<file path="config.mk">
export PLATFORM = sky130hd
export DESIGN_NAME = pc_sequencer
export DESIGN_NICKNAME = d
export VERILOG_FILES = /design/src/rtl/pc_sequencer_pkg.sv /design/src/rtl/pc_sequencer_ras_stack.sv /design/src/rtl/pc_sequencer.sv
export SDC_FILE = /design/constraint.sdc
export NUM_CORES = 1
export LEC_CHECK = 0
export ABC_AREA = 1
export BUFFER_PORTS_ARGS = -buffer_cell sky130_fd_sc_hd__buf_2
export CORE_UTILIZATION = 52
export CTS_CLUSTER_DIAMETER = 100
export DETAILED_ROUTE_END_ITERATION = 8
export PLACE_DENSITY = 0.77
export RECOVER_POWER = 50
export SLEW_MARGIN = 5
export SYNTH_ARGS = -nofsm -noshare
export SYNTH_HDL_FRONTEND = slang
export SYNTH_HIERARCHICAL = 1
export SYNTH_SLANG_ARGS = --single-unit
</file>
<file path="constraint.sdc">
create_clock -name i_clk -period 3.6 [get_ports i_clk]
set_input_delay 0.18 -clock i_clk [delete_from_list [all_inputs] [get_ports i_clk]]
set_output_delay 0.18 -clock i_clk [all_outputs]
set_load 0.005 [all_outputs]
</file>
<file path="src/rtl/pc_sequencer_pkg.sv">
// Shared definitions for the fetch-stage PC sequencer: FSM encoding and default
// reset / exception addresses.
package pc_sequencer_pkg;

  typedef enum logic {
    ST_RUN    = 1'b0,
    ST_HALTED = 1'b1
  } seq_state_e;

  localparam logic [31:0] DEFAULT_RESET_ADDR = 32'h0000_0000;
  localparam logic [31:0] DEFAULT_EXC_VECTOR = 32'h0000_0080;

endpackage

</file>
<file path="src/rtl/pc_sequencer_ras_stack.sv">
// Circular return-address stack: a full push overwrites the oldest entry and
// the count saturates at DEPTH.
module ras_stack
  import pc_sequencer_pkg::*;
#(
  parameter int unsigned W     = 32,
  parameter int unsigned DEPTH = 4
) (
  input  logic                         i_clk,
  input  logic                         i_reset,
  input  logic                         i_clear,
  input  logic                         i_push,
  input  logic                         i_pop,
  input  logic                         i_replace,
  input  logic [W-1:0]                 i_data,
  output logic [W-1:0]                 o_top,
  output logic [$clog2(DEPTH+1)-1:0]   o_count,
  output logic                         o_empty
);

  localparam int unsigned PTR_W = $clog2(DEPTH);
  localparam int unsigned CNT_W = $clog2(DEPTH+1);

  logic [W-1:0]     mem_q [DEPTH];
  logic [PTR_W-1:0] ptr_q, ptr_d;
  logic [CNT_W-1:0] cnt_q, cnt_d;
  logic [PTR_W-1:0] top_idx;

  // ptr_q is the next free slot; the top of stack sits just below it.
  assign top_idx = ptr_q - PTR_W'(1);
  assign o_top   = mem_q[top_idx];
  assign o_count = cnt_q;
  assign o_empty = (cnt_q == '0);

  always_comb begin
    ptr_d = ptr_q;
    cnt_d = cnt_q;
    if (i_clear) begin
      ptr_d = '0;
      cnt_d = '0;
    end else if (i_push) begin
      ptr_d = ptr_q + PTR_W'(1);
      if (cnt_q != CNT_W'(DEPTH)) cnt_d = cnt_q + CNT_W'(1);
    end else if (i_pop && !o_empty) begin
      ptr_d = top_idx;
      cnt_d = cnt_q - CNT_W'(1);
    end
  end

  always_ff @(posedge i_clk) begin
    if (i_reset) begin
      ptr_q <= '0;
      cnt_q <= '0;
    end else begin
      ptr_q <= ptr_d;
      cnt_q <= cnt_d;
    end
  end

  always_ff @(posedge i_clk) begin
    if (!i_reset && !i_clear) begin
      if (i_push)         mem_q[ptr_q]   <= i_data;
      else if (i_replace) mem_q[top_idx] <= i_data;
    end
  end

endmodule

</file>
<file path="src/rtl/pc_sequencer.sv">
// Fetch-stage PC sequencer: sequential stepping plus exception, halt, stall and
// jump/call/return redirects, with a small return-address stack.
module pc_sequencer
  import pc_sequencer_pkg::*;
#(
  parameter int unsigned        ADDR_W     = 32,
  parameter int unsigned        INST_BYTES = 4,
  parameter logic [ADDR_W-1:0]  RESET_ADDR = ADDR_W'(DEFAULT_RESET_ADDR),
  parameter logic [ADDR_W-1:0]  EXC_VECTOR = ADDR_W'(DEFAULT_EXC_VECTOR),
  parameter int unsigned        RAS_DEPTH  = 4
) (
  input  logic                           i_clk,
  input  logic                           i_reset,
  input  logic                           i_jump,
  input  logic [ADDR_W-1:0]              i_jump_addr,
  input  logic                           i_call,
  input  logic                           i_ret,
  input  logic                           i_exc,
  input  logic                           i_stall,
  input  logic                           i_halt,
  input  logic                           i_resume,
  output logic [ADDR_W-1:0]              o_pc,
  output logic [ADDR_W-1:0]              o_pc4,
  output logic [ADDR_W-1:0]              o_epc,
  output logic                           o_halted,
  output logic [$clog2(RAS_DEPTH+1)-1:0] o_ras_count,
  output logic                           o_ras_underflow
);

  localparam logic [ADDR_W-1:0] STEP = ADDR_W'(INST_BYTES);

  seq_state_e        state_q, state_d;
  logic [ADDR_W-1:0] pc_q, pc_d, pc4_q, epc_q, epc_d;
  logic              uf_q, uf_d;

  logic              ras_clear, ras_push, ras_pop, ras_replace, ras_empty;
  logic [ADDR_W-1:0] ras_top;

  ras_stack #(
    .W     (ADDR_W),
    .DEPTH (RAS_DEPTH)
  ) u_ras (
    .i_clk     (i_clk),
    .i_reset   (i_reset),
    .i_clear   (ras_clear),
    .i_push    (ras_push),
    .i_pop     (ras_pop),
    .i_replace (ras_replace),
    .i_data    (pc4_q),
    .o_top     (ras_top),
    .o_count   (o_ras_count),
    .o_empty   (ras_empty)
  );

  always_comb begin
    state_d     = state_q;
    pc_d        = pc_q;
    epc_d       = epc_q;
    uf_d        = 1'b0;
    ras_clear   = 1'b0;
    ras_push    = 1'b0;
    ras_pop     = 1'b0;
    ras_replace = 1'b0;
    if (i_exc) begin
      pc_d      = EXC_VECTOR;
      epc_d     = pc_q;
      ras_clear = 1'b1;
      state_d   = ST_RUN;
    end else if (state_q == ST_HALTED || i_halt) begin
      // Resume only counts when halt is not re-asserted in the same cycle.
      if (state_q == ST_RUN)  state_d = ST_HALTED;
      else if (i_resume && !i_halt) state_d = ST_RUN;
    end else if (i_stall) begin
      pc_d = pc_q;
    end else if (i_jump) begin
      pc_d = (i_ret && !ras_empty) ? ras_top : i_jump_addr;
      if (i_call && i_ret) begin
        ras_replace = !ras_empty;
        ras_push    = ras_empty;
        uf_d        = ras_empty;
      end else if (i_call) begin
        ras_push = 1'b1;
      end else if (i_ret) begin
        ras_pop = 1'b1;
        uf_d    = ras_empty;
      end
    end else begin
      pc_d = pc_q + STEP;
    end
  end

  always_ff @(posedge i_clk) begin
    if (i_reset) begin
      state_q <= ST_RUN;
      pc_q    <= RESET_ADDR;
      pc4_q   <= RESET_ADDR + STEP;
      epc_q   <= '0;
      uf_q    <= 1'b0;
    end else begin
      state_q <= state_d;
      pc_q    <= pc_d;
      pc4_q   <= pc_d + STEP;
      epc_q   <= epc_d;
      uf_q    <= uf_d;
    end
  end

  assign o_pc            = pc_q;
  assign o_pc4           = pc4_q;
  assign o_epc           = epc_q;
  assign o_halted        = (state_q == ST_HALTED);
  assign o_ras_underflow = uf_q;

endmodule

</file>
==> impl_results.md <==
* Outcome: complete, but fails checks
* Failing checks: max-capacitance violations, max-slew violations
* Type of element capturing the critical path: flop
* Post-synth EDFFs at 128
* Ys async rst share at 0
* Number of global-route vias before repair at around 8300
* PostCTS Resize Cnt at 0
* Cell variety after synth at 40
* Die Ht at around 140 um
* Core area at 19650 um^2
* Synth Instances at 1246
* GP Congestion at between 0.9 and 1
* 1st-iter DRT viols at slightly below 900
* Final hold vios at 0
* CP Launch Point: u_ras/o_count[0]
* Antenna viol nets, final at 0
* Arr. time, crit path at about 3600 ps
* Mean post-synth cell area at about 8.4 um^2
* Clock Sink Count at ~230
* CTS tree: done
* Synth Flop Type: edfxtp_1
* Synth Register Bits at about 230
* Htree depth at 1
* Post-route setup TNS at 0 ps
* Crit-path cells: nor3_1, inv_1, nand2_2, nand2_1, nand3_1, nand2_1, nand2_1, nand2_1, inv_1, ha_1, nand3_1, nor2_2, nand3_2, nor2_4, nand3_2, inv_2, nand3_1, nand2_1, nor2_1
* Max-slew violation count at 57
* Top cell type's share of synthesized area at 0.3656
* Clk root buf: clkbuf_16
* Final-stage net count at 1433
* Post-layout util at 0.6207
* Avg WL per Cell at approximately 17 um
* Max-slew headroom at -0.3984
* Required time worst endpoint at ~4000 ps
* # diodes at 0
* Synthesized net count at about 1300
* I/O pins at 142
* RSZ-0062 raised after global routing: false
* IR Drop Worst-Case VDD at 0.0002944 V
* Gr usage total at 0.2812
* Die Width at 144.2 um
* Clk_lat worst skew at slightly above 500 ps
* Hold Crit Class: primary input to flop
* First-pass GRT wire length at ~45000 um
* Fillers at between 1500 and 2000
* CTS max path bufs at 3
* P_leak at 0.004921 uW
* Max Clk Rate at around 320 MHz
* TritonCTS Buffers at 23
* Initial antenna violation count at 0
* Register area share after synthesis at 0.5579
* Vias/cell at approximately 5.6
* Synth top area cells: edfxtp_1 (37%), dfxtp_1 (19%), nand2_1 (12%), nor2_1 (5.4%), nand3_1 (5.1%)
* DRC Markers at 0
* # hold bufs at CTS at 4
* # setup viols final at 0
* Pin count of the biggest net entering global routing at 57
* PortBufs at ~140
* Max Fanout on Critical Path at 14
* First-pass iteration count of the detailed router at 6
* Hold Crit Start: i_jump_addr[0]
* Initial Utilization at 0.5350
* Worst flop-to-flop path startpoint: u_ras/o_count[0]
* Critical path type: flop to flop
* Period Utilization, post-route at 0.8771
* Multi-input logic area at 3989 um^2
* Yosys Warn Count at 6
* Most frequent cell on the critical path: nand2_1
* Worst-path clk slew at around 60 ps
* GRT overflow at 0
* Final clock skew at 13.40 ps
* Worst Max-Slew Pin Slew at between 2000 and 2500 ps
* HPWL Detailed at around 21000 um
* Slowest stage delay, CP at roughly 480 ps
* Mapped Area at 10510 um^2
* Final wirelength at 29050 um
* Startpoint Class: flop
* FF/Latch Area at about 5900 um^2
* Cell Pwr Density at around 450 nW/um^2
* Largest area contributor in the netlist: edfxtp_1
* Rows at 51
* Post-CTS Setup Bufs at 0
* Vias at 9313
* Post-route minimum period at approximately 3200 ps
* Critical Path Slowest Stage Cell: nor3_1
* Layout cell share with drive strength beyond 1 at 0.1509
* MaxCap Viol Count at 1
* Die area at ~21000 um^2
* Area growth, synth to finish at 16.03%
worst max-delay path: cells and delay by family (launching register included):
family	cells	cell delay [ps]
simple gates	15	2090
buf+inv	3	400
flops	1	370
fa+ha+maj	1	190
worst paths after layout:
path	endpoint	slack, ps	cells after the start
max	o_pc4[30]	440	19
min	o_pc[0]	30	3
max reg2reg	o_pc4[30]	440	19
min reg2reg	o_epc[20]	500	2
synth_stat cells, types with 2 or more instances:
cell,number
nand2_1,349
nor2_1,151
edfxtp_1,128
nand3_1,107
dfxtp_1,101
a21oi_1,85
inv_1,83
o21ai_0,57
a22oi_1,30
inv_2,18
clkbuf_1,15
buf_2,14
nor2_2,13
nand4_1,12
nor2_4,10
o21ai_1,10
buf_4,9
buf_1,8
nand2_2,5
nor3_1,5
buf_6,4
nand3_2,4
nor4_1,4
o211ai_1,3
a31oi_1,2
clkinv_1,2
ha_1,2
nand2_4,2
nand3b_1,2
placed cells by master (no fill, tap or decap), types with 53 or more instances in the layout:
cell,count
inv_1,82
edfxtp_1,128
nor2_1,147
nand3_1,107
o21ai_0,57
dfxtp_1,101
buf_2,97
a21oi_1,85
nand2_1,349
clkbuf_1,53
area by class of cell:
| cell class | count | share of cell area |
|---|---|---|
| Sequential cell | 229 | 0.4808 |
| Multi-Input combinational cell | 863 | 0.3270 |
| Timing Repair Buffer | 169 | 0.07179 |
| Clock buffer | 35 | 0.05682 |
| Inverter | 103 | 0.03169 |
| Tap cell | 265 | 0.02718 |
| Clock inverter | 6 | 0.004718 |
kinds of logic (layout without fill, tap and decap cells):
logic type	after synthesis	after routing	share of synthesized area
and+or+nand+nor	666	666	0.2713
DFF	229	229	0.5579
AOI/OAI and AO/OA	193	193	0.1020
buffers and inverters	154	313	0.06367
adders and majority gates	3	3	0.004284
xor gates and xnor gates	1	1	0.0008332
registers in the layout, indices dropped and copies added (netlist names):
| signal | cells |
|---|---|
| o_pc4 | 30 |
| u_ras/ptr_q | 2 |
| o_epc | 32 |
| u_ras/o_count | 3 |
| o_halted | 1 |
| o_pc | 32 |
| u_ras/mem_q | 128 |
| o_ras_underflow | 1 |
per-layer routing:
metal | vias up | GRT usage | routed length (um)
li1 | 4456 | - | -
met1 | 4261 | 0.4008 | 12410
met2 | 515 | 0.4396 | 12900
met3 | 81 | 0.03742 | 2694
met4 | 0 | 0.1008 | 1041
met5 | - | 0 | 0
stage by stage:
stage	hold WS, ps	worst slack, ps	power [uW]	cell area [um^2]	std cells
floorplan	260.8	-110.2	3034	10510	1246
global placement	369.2	677.8	3157	11470	1625
detailed placement	381.2	578.9	3161	11470	1625
CTS	10.94	529.7	5507	12260	1670
global route	26.33	190.0	5644	12200	1670
finish	31.42	442.4	5494	12200	1670
report_power, final:
part | internal [uW] | switching [uW] | total, uW
combinational | 99.7 | 198 | 297
clock | 1400 | 981 | 2380
sequential | 2780 | 35.6 | 2820
Power figures use the tool's default switching activity.
